<file path="src/rtl/riscv_loader_pkg.sv">
// Shared types and constants for the byte-stream program loader.
// The state enum is visible to anything that binds checkers to the loader FSM.
package riscv_loader_pkg;

    typedef enum logic [2:0] {
        ST_IDLE   = 3'd0,
        ST_LEN_LO = 3'd1,
        ST_LEN_HI = 3'd2,
        ST_DATA   = 3'd3,
        ST_CSUM   = 3'd4,
        ST_DONE   = 3'd5,
        ST_ERROR  = 3'd6
    } loader_state_t;

    localparam int LEN_BYTES         = 2;
    localparam int CSUM_WIDTH        = 8;
    localparam int DEFAULT_MAX_WORDS = 8192;

    // States from which a start pulse may begin a new load.
    function automatic logic is_rest_state(input loader_state_t s);
        return (s == ST_IDLE) || (s == ST_DONE) || (s == ST_ERROR);
    endfunction

endpackage

</file>
<file path="src/rtl/prog_loader_if.sv">
// Byte stream in and word write port out of the program loader.
// Handshake: a byte transfers on a rising edge where rx_valid && rx_ready; the source holds rx_valid/rx_data until then.
interface prog_loader_if #(
    parameter int ADDR_WIDTH = 14
);
    logic                  rx_valid;
    logic [7:0]            rx_data;
    logic                  rx_ready;
    logic                  mem_we;
    logic [ADDR_WIDTH-1:0] mem_addr;
    logic [31:0]           mem_wdata;

    modport master (
        output rx_valid, rx_data,
        input  rx_ready, mem_we, mem_addr, mem_wdata
    );

    modport slave (
        input  rx_valid, rx_data,
        output rx_ready, mem_we, mem_addr, mem_wdata
    );
endinterface

</file>
<file path="src/rtl/prog_loader_word_assembler.sv">
// Packs accepted bytes, least-significant first, into 32-bit words.
// word_valid fires combinationally with the fourth byte so the caller can register the write.
module word_assembler (
    input  logic        clk,
    input  logic        reset,
    input  logic        clear,
    input  logic        byte_valid,
    input  logic [7:0]  byte_data,
    output logic        word_valid,
    output logic [31:0] word_data
);

    logic [1:0]  lane;
    logic [23:0] low_bytes;

    assign word_valid = byte_valid && (lane == 2'd3);
    assign word_data  = {byte_data, low_bytes};

    always_ff @(posedge clk) begin
        if (reset || clear) begin
            lane      <= 2'd0;
            low_bytes <= 24'd0;
        end else if (byte_valid) begin
            lane      <= lane + 2'd1;
            low_bytes <= {byte_data, low_bytes[23:8]};
        end
    end

endmodule

</file>
<file path="src/rtl/prog_loader.sv">
// Loads a length-prefixed, checksummed byte image into the combined memory
// and keeps the core in reset until the image has been verified.
module prog_loader
    import riscv_loader_pkg::*;
#(
    parameter int ADDR_WIDTH = 14,
    parameter int MAX_WORDS  = DEFAULT_MAX_WORDS
) (
    input  logic          clk,
    input  logic          reset,
    input  logic          start,
    prog_loader_if.slave  bus,
    output logic          core_reset,
    output logic          done,
    output logic          error,
    output logic [15:0]   words_loaded,
    output loader_state_t dbg_state
);

    localparam logic [16:0] MAX_N = 17'(MAX_WORDS);

    loader_state_t                 state;
    logic [8*LEN_BYTES-1:0]        len;
    logic [8*LEN_BYTES-1:0]        len_n;
    logic [CSUM_WIDTH-1:0]         sum;
    logic                          accept;
    logic                          restart;
    logic                          word_valid;
    logic [31:0]                   word_data;

    assign bus.rx_ready = (state == ST_LEN_LO) || (state == ST_LEN_HI) ||
                          (state == ST_DATA)   || (state == ST_CSUM);
    assign accept    = bus.rx_valid && bus.rx_ready;
    assign restart   = start && is_rest_state(state);
    assign len_n     = {bus.rx_data, len[7:0]};
    assign dbg_state = state;

    word_assembler u_word_assembler (
        .clk        (clk),
        .reset      (reset),
        .clear      (restart),
        .byte_valid (accept && (state == ST_DATA)),
        .byte_data  (bus.rx_data),
        .word_valid (word_valid),
        .word_data  (word_data)
    );

    always_ff @(posedge clk) begin
        if (reset) begin
            state         <= ST_IDLE;
            len           <= '0;
            sum           <= '0;
            words_loaded  <= 16'd0;
            bus.mem_we    <= 1'b0;
            bus.mem_addr  <= '0;
            bus.mem_wdata <= 32'd0;
            core_reset    <= 1'b1;
            done          <= 1'b0;
            error         <= 1'b0;
        end else begin
            bus.mem_we <= 1'b0;
            case (state)
                ST_IDLE, ST_DONE, ST_ERROR: begin
                    if (start) begin
                        state        <= ST_LEN_LO;
                        sum          <= '0;
                        words_loaded <= 16'd0;
                        done         <= 1'b0;
                        error        <= 1'b0;
                        core_reset   <= 1'b1;
                    end
                end
                ST_LEN_LO: begin
                    if (accept) begin
                        len[7:0] <= bus.rx_data;
                        state    <= ST_LEN_HI;
                    end
                end
                ST_LEN_HI: begin
                    if (accept) begin
                        len <= len_n;
                        if ({1'b0, len_n} > MAX_N) begin
                            state <= ST_ERROR;
                            error <= 1'b1;
                        end else if (len_n == '0) begin
                            state <= ST_CSUM;
                        end else begin
                            state <= ST_DATA;
                        end
                    end
                end
                ST_DATA: begin
                    if (accept) begin
                        sum <= sum + bus.rx_data;
                        if (word_valid) begin
                            bus.mem_we    <= 1'b1;
                            bus.mem_addr  <= words_loaded[ADDR_WIDTH-1:0];
                            bus.mem_wdata <= word_data;
                            words_loaded  <= words_loaded + 16'd1;
                            if (words_loaded + 16'd1 == len) begin
                                state <= ST_CSUM;
                            end
                        end
                    end
                end
                ST_CSUM: begin
                    if (accept) begin
                        // Words already written stay in memory on a bad checksum.
                        if (bus.rx_data == sum) begin
                            state      <= ST_DONE;
                            done       <= 1'b1;
                            core_reset <= 1'b0;
                        end else begin
                            state <= ST_ERROR;
                            error <= 1'b1;
                        end
                    end
                end
                default: state <= ST_IDLE;
            endcase
        end
    end

endmodule

</file>
<file path="src/flat_wrapper.sv">
// flat-port wrapper written by rule: the top's interface ports become plain ports
module prog_loader_flat import riscv_loader_pkg::*;
#(
    parameter int ADDR_WIDTH = 14,
    parameter int MAX_WORDS  = DEFAULT_MAX_WORDS
)
  (clk, reset, start, core_reset, done, error, words_loaded, dbg_state, bus_rx_valid, bus_rx_data, bus_rx_ready, bus_mem_we, bus_mem_addr, bus_mem_wdata);
  prog_loader_if #(.ADDR_WIDTH(ADDR_WIDTH)) bus_i ();
  input  logic clk;
  input  logic reset;
  input  logic start;
  output logic core_reset;
  output logic done;
  output logic error;
  output logic [15:0] words_loaded;
  output loader_state_t dbg_state;
  input wire logic [$bits(bus_i.rx_valid)-1:0] bus_rx_valid;
  input wire logic [$bits(bus_i.rx_data)-1:0] bus_rx_data;
  output wire logic [$bits(bus_i.rx_ready)-1:0] bus_rx_ready;
  output wire logic [$bits(bus_i.mem_we)-1:0] bus_mem_we;
  output wire logic [$bits(bus_i.mem_addr)-1:0] bus_mem_addr;
  output wire logic [$bits(bus_i.mem_wdata)-1:0] bus_mem_wdata;
  assign bus_i.rx_valid = bus_rx_valid;
  assign bus_i.rx_data = bus_rx_data;
  assign bus_rx_ready = bus_i.rx_ready;
  assign bus_mem_we = bus_i.mem_we;
  assign bus_mem_addr = bus_i.mem_addr;
  assign bus_mem_wdata = bus_i.mem_wdata;
  prog_loader #(.ADDR_WIDTH(ADDR_WIDTH), .MAX_WORDS(MAX_WORDS)) u_core (.clk(clk), .reset(reset), .start(start), .bus(bus_i), .core_reset(core_reset), .done(done), .error(error), .words_loaded(words_loaded), .dbg_state(dbg_state));
endmodule
</file>
<file path="config.mk">
export PLATFORM = sky130hd
export DESIGN_NAME = prog_loader_flat
export DESIGN_NICKNAME = d
export VERILOG_FILES = /design/src/rtl/riscv_loader_pkg.sv /design/src/rtl/prog_loader_if.sv /design/src/rtl/prog_loader_word_assembler.sv /design/src/rtl/prog_loader.sv /design/src/flat_wrapper.sv
export SDC_FILE = /design/constraint.sdc
export NUM_CORES = 1
export LEC_CHECK = 0
export CAP_MARGIN = 10
export CORE_ASPECT_RATIO = 2
export CORE_MARGIN = 8
export CORE_UTILIZATION = 25
export CTS_CLUSTER_SIZE = 24
export DETAILED_ROUTE_END_ITERATION = 12
export HOLD_SLACK_MARGIN = 0.08
export PLACE_DENSITY = 0.56
export SLEW_MARGIN = 20
export SYNTH_ARGS = -nofsm -noshare
export SYNTH_HDL_FRONTEND = slang
export SYNTH_HIERARCHICAL = 1
export SYNTH_SLANG_ARGS = --single-unit
export TNS_END_PERCENT = 100
</file>
<file path="constraint.sdc">
create_clock -name clk -period 3.15 [get_ports clk]
set_clock_uncertainty 0.15 [all_clocks]
set_input_delay 0.315 -clock clk [delete_from_list [all_inputs] [get_ports clk]]
set_output_delay 0.315 -clock clk [all_outputs]
set_load 0.05 [all_outputs]
</file>
==> impl_metrics.toml, run 1 <==
[status]
status = "finished clean"

[global_routing]
grt_util_all_layers = 0.130
antenna_found_initial = 0
grt_pass1_vias = 4992
grt_max_degree = 43
grt_overflow = 0
grt_pass1_wl_mm = 27.6

[setup_path]
arrival_ns = 2.92
end_kind = "register"
required_ns = 3.27
cp_max_fo = 9
cp-start-kind = "register"
crit_family = "simple AND/OR/NAND/NOR gates"
crit_buf_inv = 0
critical_path_class = "register to register"
max_stage_delay_ns = 0.55
crit_chain = "nand4_1 > or4_1 > xnor2_1 > nor4_1 > nand3_1 > nor4_2 > a211oi_1"
cpMaxStageDelayCell = "or4_1"

[synthesis]
synth_adder_area_share = 0.0237
syn_area_per_cell_um2 = 8.29
synth.most_common_cell = "nand2_1"
synth_top_family_by_area = "simple AND/OR/NAND/NOR gates"
synth-seq-cells = 119
synth_compound_area_frac = 0.149
synth_area_um2 = 5590
synth-simple-area-share = 0.223
synth_common_cells = "nand2_1 (132), dfxtp_1 (119), a21oi_1 (80), nor2_1 (73), mux2i_1 (36)"
ys_types = 60
async_flop_share = 0
ys_top_cells_by_area = "dfxtp_1 (43%), nand2_1 (8.9%), a21oi_1 (7.2%)"
muxShareOfSynthArea = 0.0685
synthCells = 675
synth_nets = 697
synth_edf_count = 0
yosysWarningCount = 6
yosysTopAreaCellShare = 0.426
synth_xor_area_frac = 0.0517
ys.flop_type = "dfxtp_1"
seq_area_frac_synth = 0.426
synth_top_cell_by_area = "dfxtp_1"

[timing]
hold_viol_final = 0
final.setup.tns_ns = 0
max_freq_mhz = 358
fin_crit_ns = 2.79
finalCritPeriodShare = 0.887
setup_ws_ns = 0.356
drv_slew = 0
setup_viol = 0
rsz0062_at_grt = "no"
relSlewSlack = 0.552
tightestPinTransition_ns = 0.672

[die]
dieArea_um2 = 27700
initial_core_util = 0.254
fp.dieH_um = 228
core_um2 = 22100
fp-row-count = 77
die-width_um = 122
io_pins = 82

[final_layout]
seqCellArea_um2 = 2390
syn2layout_area_growth_pct = 31.4
nFillCells = 2289
layout-drive-gt1-share = 0.110
n_antenna_cell = 0
final_nets = 783
multi_input_area_um2 = 2890

[clock_tree]
numCtsBuffers = 17
cts_sinks = 119
clockBufferDepth = 2
cts.repair.resized = 0
htreeDepth = 4
hold_buffers = 0
clkTransAtPathRegs_ns = 0.06
cts_root_buffer = "clkbuf_16"
cts_tree = "yes"
insertion_delay_ns = 0.41
post-cts-setup-buffer-count = 0

[pwr]
comb_power_share = 0.219
powerDensity_nw_per_um2 = 622
clockPowerShare = 0.417
p_total_mw = 4.57
p_leak_nw = 2.57
seq_power_share = 0.364
intPower_mw = 3.18
netSwitchingPower_mw = 1.39
swShare = 0.305
ir_worst_vdd_mv = 0.283

[detailed_routing]
route.detailed.drc = 0
drt_iter0_drc = 227
dr.pass1.iters = 5
ant_nets = 0
vias = 4976
detail_route.wl_per_cell_um = 16.5
avgViaCountPerCell = 4.74
routed_wl_mm = 17.3

[placement]
place_ws_ns = 0.132
gp_congestion = 0.824
portBuffers = 81
hpwl_mm = 12.8

[flow_run]
maxCapViolCount = 0

[worst_hold_path]
hp-class = "primary input to register"
==> logic make-up after synthesis <==
family / after synthesis
and+or+nand+nor: 274
AOI/OAI and AO/OA: 143
DFF: 119
buffers and inverters: 58
muxes: 38
xor gates and xnor gates: 33
adders and majority gates: 10
==> power by group through the flow <==
stage          Sequential (mW)  Combinational [mW]  Clock, mW
2_1_floorplan             1.71               0.702          0
4_1_cts                   1.66                1.01       1.96
3_3_place_gp              1.70                1.00          0
3_5_place_dp              1.70                1.00          0
6_report                  1.66                1.00       1.91
5_1_grt                   1.68                1.09       2.02
==> sequential cells by signal (all words and copies together), names as in the netlist <==
signal	cells
u_core/sum	8
u_core/bus.mem_wdata	32
u_core/bus.mem_we	1
u_core/bus.mem_addr	14
u_core/len	16
u_core/dbg_state	3
u_core/core_reset	1
u_core/error	1
u_core/u_word_assembler/lane	2
u_core/done	1
u_core/words_loaded	16
u_core/u_word_assembler/low_bytes	24
==> worst paths after layout <==
kind	startpoint	endpoint	slack [ns]	cells past startpoint
max	u_core/words_loaded[0]$_SDFFE_PP0P_	u_core/dbg_state[0]$_SDFFE_PP0P_	0.36	7
min	reset	u_core/len[1]$_SDFFE_PP0P_	0.27	2
max reg2reg	u_core/words_loaded[0]$_SDFFE_PP0P_	u_core/dbg_state[0]$_SDFFE_PP0P_	0.36	7
min reg2reg	u_core/u_word_assembler/low_bytes[0]$_SDFFE_PP0P_	u_core/bus.mem_wdata[0]$_SDFFE_PP0P_	0.30	2
==> worst register-to-register path: cells and delay by family (launching register included) <==
family | cells | cell delay (ns)
AOI/OAI and AO/OA | 1 | 0.13
DFF | 1 | 0.54
xor gates and xnor gates | 1 | 0.18
and+or+nand+nor | 5 | 1.65
==> metal layers <==
layer  up-vias  GRT usage  wire [µm]
li1       2487          -          -
met1      2358      0.129       6570
met2       100      0.246       9620
met3        31     0.0246        523
met4         0     0.0725        606
met5         -          0          0
==> area by class of cell <==
cell class              instances  share of cell area
multi-input cells             498               0.393
inverters                       7             0.00358
clock inverters                 7              0.0129
flip-flops and latches        119               0.325
well taps                     276              0.0470
clock buffers                  24              0.0655
repair buffers                118               0.153
==> metrics by stage <==
stage / instances / area [µm²] / hold slack, ns / utilization
floorplan: 675 / 5600 / 0.281 / -
global placement: 1018 / 6770 / 0.290 / 0.307
detailed placement: 1018 / 6770 / 0.293 / 0.307
CTS: 1049 / 7350 / 0.269 / 0.333
global route: 1049 / 7350 / 0.289 / 0.333
finish: 1049 / 7350 / 0.270 / 0.333
==> cells in the final DEF, fill, tap and decap left out, types with 3 or more instances in the layout <==
cell type / instances
mux2i_1: 36
and3_1: 4
xnor2_1: 24
o22ai_1: 5
nand3b_1: 3
buf_4: 34
or3_1: 4
a31oi_1: 3
a21oi_1: 80
nor2b_1: 3
clkbuf_16: 17
a211oi_1: 5
nand3_1: 8
a21o_1: 6
buf_12: 3
clkdlybuf4s50_1: 80
ha_1: 9
clkbuf_1: 4
dfxtp_1: 116
nand4_1: 5
a22oi_1: 9
clkbuf_8: 3
xor2_1: 9
nor4_1: 6
nand2_1: 131
o21ai_0: 18
nor2_1: 73
nor3_1: 14
inv_1: 7
(Power assumes the default switching activity.)
==> run 2: changes to the inputs <==
- CTS_BUF_LIST: default -> sky130_fd_sc_hd__clkbuf_8
- SYNTH_HIERARCHICAL: 1 -> default
==> run 2 against run 1 <==
Cell count increased by 3.1%. Worst setup slack improved by 0.19 ns. Clock-buffer cell count decreased by 5. First-iteration DRC count increased by 0.44%. Sequential cell count unchanged. Worst hold slack got worse by 0.11 ns. Routed wire length decreased by 0.79%. Synthesized cell count increased by 6.1%. Register-to-register slack improved by 0.20 ns. Final area decreased by 3.7%. Highest routed layer unchanged.
==> impl_metrics.toml, run 2 <==
[synthesis]
seq_area_frac_synth = 0.431
ys.flop_type = "dfxtp_1"
ys_top_cells_by_area = "dfxtp_1 (43%), nand2_1 (13%), a21oi_1 (11%)"
synth_area_um2 = 5530
syn_area_per_cell_um2 = 7.73
synth_nets = 738
synth.most_common_cell = "nand2_1"
synth_common_cells = "nand2_1 (197), a21oi_1 (123), dfxtp_1 (119), clkbuf_1 (31), nor2_1 (22)"
synth-seq-cells = 119
ys_types = 58
synth_edf_count = 0
synthCells = 716
yosysTopAreaCellShare = 0.431
yosysWarningCount = 0
synth_top_cell_by_area = "dfxtp_1"
async_flop_share = 0

[worst_hold_path]
hp-class = "primary input to register"

[timing]
rsz0062_at_grt = "no"
tightestPinTransition_ns = 0.682
setup_viol = 0
fin_crit_ns = 2.60
hold_viol_final = 0
drv_slew = 0
final.setup.tns_ns = 0
max_freq_mhz = 384
relSlewSlack = 0.544
finalCritPeriodShare = 0.827

[pwr]
ir_worst_vdd_mv = 0.250
powerDensity_nw_per_um2 = 538
p_leak_nw = 2.44

[clock_tree]
insertion_delay_ns = 0.45
cts_root_buffer = "clkbuf_8"
cts_tree = "yes"
post-cts-setup-buffer-count = 0
clockBufferDepth = 2
numCtsBuffers = 17
clkTransAtPathRegs_ns = 0.07
cts_sinks = 119
htreeDepth = 4
hold_buffers = 0
cts.repair.resized = 0

[setup_path]
crit_buf_inv = 1
max_stage_delay_ns = 0.94
crit_chain = "clkdlybuf4s50_1"
r2r_setup_slack_ns = 0.56
critical_path_class = "register to output port"
cp_max_fo = 18
end_kind = "output port"
crit_family = "buffers and inverters"
cp-start-kind = "register"
cpMaxStageDelayCell = "clkdlybuf4s50_1"
arrival_ns = 2.14
required_ns = 2.68

[placement]
portBuffers = 81
place_area_um2 = 6710
gp_congestion = 0.845
hpwl_mm = 12.5

[global_routing]
grt_pass1_vias = 5052
grt_util_all_layers = 0.127
grt_overflow = 0
antenna_found_initial = 1
grt_pass1_wl_mm = 27.3
grt_max_degree = 43

[final_layout]
layout_common_cells = "nand2_1 (196), a21oi_1 (123), dfxtp_1 (119)"
final_area_um2 = 7080
multi_input_area_um2 = 2870
syn2layout_area_growth_pct = 28.0
layout_commonest_cell = "nand2_1"
final_nets = 815
nFillCells = 2386
layout-drive-gt1-share = 0.0883
top_register = "u_core.bus.mem_wdata"
reg_top3 = "u_core.bus.mem_wdata x32, u_core.u_word_assembler.low_bytes x24"
largest_reg_flops = 32
seqCellArea_um2 = 2380

[detailed_routing]
detail_route.wl_per_cell_um = 15.9
route.detailed.drc = 0
routed_wl_mm = 17.2
vias = 5233
dr.pass1.iters = 5
drt_iter0_drc = 228
avgViaCountPerCell = 4.84
ant_nets = 0

[status]
status = "finished clean"

[die]
initial_core_util = 0.252
core_um2 = 22000
io_pins = 82
dieArea_um2 = 27400
die-width_um = 121
fp-row-count = 77
fp.dieH_um = 226

[flow_run]
maxCapViolCount = 0
-- run 2: cell types whose count changed in the layout (fill, tap and decap cells not counted), moves of 6 or more --
cell,change
nand2_1,+65
nor2_1,-51
a21oi_1,+43
mux2i_1,-36
clkbuf_16,-17
clkbuf_8,+16
nand3_1,+9
xnor2_1,-8
a22oi_1,-7
inv_1,+6
-- run 2: metal layers --
layer	track usage	vias to the layer above	routed length, µm
li1	-	2623	-
met1	0.128	2471	6440
met2	0.237	102	9500
met3	0.0224	37	589
met4	0.0741	0	656
met5	0	-	0
-- run 2: stage by stage --
stage	util	worst slack (ns)	total power, mW	instances	hold WS, ns
floorplan	-	0.537	2.21	716	0.282
global placement	0.305	0.206	2.50	1050	0.292
detailed placement	0.305	0.174	2.50	1050	0.297
CTS	0.322	0.500	3.86	1080	0.149
global route	0.322	0.407	3.99	1081	0.178
finish	0.322	0.545	3.81	1081	0.162
-- run 2: path summary, 6_finish.rpt --
check,from,endpoint,cells past startpoint
min reg2reg,u_core.bus.mem_addr[10]$_SDFFE_PP0P_,u_core.bus.mem_addr[10]$_SDFFE_PP0P_,2
max reg2reg,u_core.words_loaded[3]$_SDFFE_PP0P_,u_core.dbg_state[0]$_SDFFE_PP0P_,6
max,u_core.dbg_state[0]$_SDFFE_PP0P_,dbg_state[0],1
min,reset,u_core.len[3]$_SDFFE_PP0P_,2
-- run 2: cell type report --
type,instances,area share
Sequential cell,119,0.336
Antenna cell,1,0.000353
Inverter,11,0.00583
Tap cell,276,0.0488
Clock inverter,11,0.0157
Timing Repair Buffer,113,0.151
Clock buffer,19,0.0369
Multi-Input combinational cell,531,0.405
-- run 2: kinds of logic after synthesis --
| group | Yosys count | synth area share |
|---|---|---|
| fa+ha+maj | 10 | 0.0240 |
| flops | 119 | 0.431 |
| xor+xnor | 27 | 0.0427 |
| mux | 1 | 0.00204 |
| compound gates | 186 | 0.197 |
| simple gates | 307 | 0.251 |
| buf+inv | 66 | 0.0527 |
-- run 2: power breakdown --
part           leakage [nW]  total (mW)  switching, mW  internal, mW
Combinational          1.28       0.818          0.525         0.293
Clock                 0.201        1.35          0.625         0.724
Sequential            0.960        1.64         0.0819          1.56
==> run 3: changes to the inputs <==
- PLACE_DENSITY: 0.56 -> 0.55
- clock period: 3.15 -> 2.4 ns (I/O delays scaled with it)
==> run 3 against run 2 <==
Worst hold slack improved by 0.14 ns. Die area did not move. First-iteration DRC count up 14%. Clock-buffer cell count up 1. Final area is 5.0% higher. Cell count is 3.5% higher. Critical path type is now register to register. Largest cell class unchanged.
==> impl_metrics.toml, run 3 (synthesis results as in run 2) <==
[setup_path]
worstReg2RegStart = "u_core.words_loaded[0]$_SDFFE_PP0P_"
max_stage_delay_ns = 0.34
r2r_setup_slack_ns = 0.06
required_ns = 2.57
crit_chain = "ha_1 > buf_4 > and4_2 > and3_2 > a211o_1 > a22oi_2 > and4_4 > o32ai_1"
cp_max_fo = 6
critical_path_class = "register to register"
arrival_ns = 2.51
cp-startpoint = "u_core.words_loaded[0]$_SDFFE_PP0P_"
cp-start-kind = "register"
cpMaxStageDelayCell = "dfxtp_2"
end_kind = "register"

[placement]
gp_congestion = 0.831
place_ws_ns = -0.428
hpwl_mm = 12.8
portBuffers = 81
place_inst = 1087
place_area_um2 = 7010

[die]
dieArea_um2 = 27400
initial_core_util = 0.252
core_um2 = 22000
fp.dieH_um = 226
die-width_um = 121
fp-row-count = 77
io_pins = 82

[clock_tree]
cts_tree = "yes"
clkTransAtPathRegs_ns = 0.07
cts_sinks = 119
cts_root_buffer = "clkbuf_8"
insertion_delay_ns = 0.44
clockBufferDepth = 2
numCtsBuffers = 17
htreeDepth = 4

[global_routing]
antenna_found_initial = 1
grt_util_all_layers = 0.128
grt_overflow = 0
grt_pass1_wl_mm = 27.4
grt_pass1_vias = 5167
grt_max_degree = 89

[final_layout]
layoutNonFillerInstCount = 1119
final_area_um2 = 7440
final_nets = 854
top_register = "u_core.bus.mem_wdata"
syn2layout_area_growth_pct = 34.4
post-route-util = 0.339
layout-drive-gt1-share = 0.157
layout_common_cells = "nand2_1 (196), a21oi_1 (123), dfxtp_1 (109)"
largest_reg_flops = 32
seqCellArea_um2 = 2390
multi_input_area_um2 = 2900
layout_commonest_cell = "nand2_1"
reg_top3 = "u_core.bus.mem_wdata x32, u_core.u_word_assembler.low_bytes x24"
nFillCells = 2355

[pwr]
ir_worst_vdd_mv = 0.461
p_total_mw = 5.14
powerDensity_nw_per_um2 = 691
p_leak_nw = 2.65

[worst_hold_path]
hp-class = "register to register"
min_from = "u_core.bus.mem_addr[9]$_SDFFE_PP0P_"

[detailed_routing]
routed_wl_mm = 17.7
ant_nets = 0
detail_route.wl_per_cell_um = 15.8
vias = 5401
dr.pass1.iters = 5
route.detailed.drc = 0
avgViaCountPerCell = 4.83
drt_iter0_drc = 260

[status]
status = "finished clean"

[timing]
fin_crit_ns = 2.34
finalCritPeriodShare = 0.973
drv_slew = 0
relSlewSlack = 0.602
final.setup.tns_ns = 0
hold_ws_ns = 0.301
setup_viol = 0
hold_viol_final = 0
tightestPinTransition_ns = 0.596
max_freq_mhz = 428
setup_ws_ns = 0.0640
rsz0062_at_grt = "no"

[flow_run]
maxCapViolCount = 0
==> run 3: path summary, 6_finish.rpt <==
check | depth (start not counted) | endpoint
worst max-delay path | 8 | u_core.dbg_state[0]$_SDFFE_PP0P_
worst min-delay path | 2 | u_core.bus.mem_addr[9]$_SDFFE_PP0P_
worst max register to register | 8 | u_core.dbg_state[0]$_SDFFE_PP0P_
worst min register to register | 2 | u_core.bus.mem_addr[9]$_SDFFE_PP0P_
==> run 3: routing by layer <==
layer	wire length, µm	GRT usage
met1	6610	0.131
met2	9870	0.236
met3	685	0.0257
met4	522	0.0705
met5	0	0
==> run 3: critical path, delay by kind of cell, from the launching register on <==
family | cells | cell delay, ns
buf+inv | 1 | 0.14
flops | 1 | 0.34
compound gates | 3 | 0.55
fa+ha+maj | 1 | 0.21
simple gates | 3 | 0.82
==> run 3: repair_timing <==
action                     CTS  global route
pin swaps                    3             1
hold endpoints to repair     1             0
resized for setup            4             5
setup endpoints to repair    4             4
hold buffers                 1             0
buffers inserted             1             0
==> run 3: cell type report <==
cell class	instances	area share
Inverter	11	0.00555
Clock inverter	9	0.0138
Clock buffer	20	0.0370
Timing Repair Buffer	152	0.185
Tap cell	276	0.0464
Antenna cell	1	0.000336
Sequential cell	119	0.322
Multi-Input combinational cell	531	0.389
==> run 3: power by group <==
part / internal, mW / leakage [nW] / switching (mW)
Clock: 0.981 / 0.200 / 0.830
Sequential: 2.05 / 0.965 / 0.0969
Combinational: 0.458 / 1.49 / 0.725
Total: 3.49 / 2.65 / 1.65
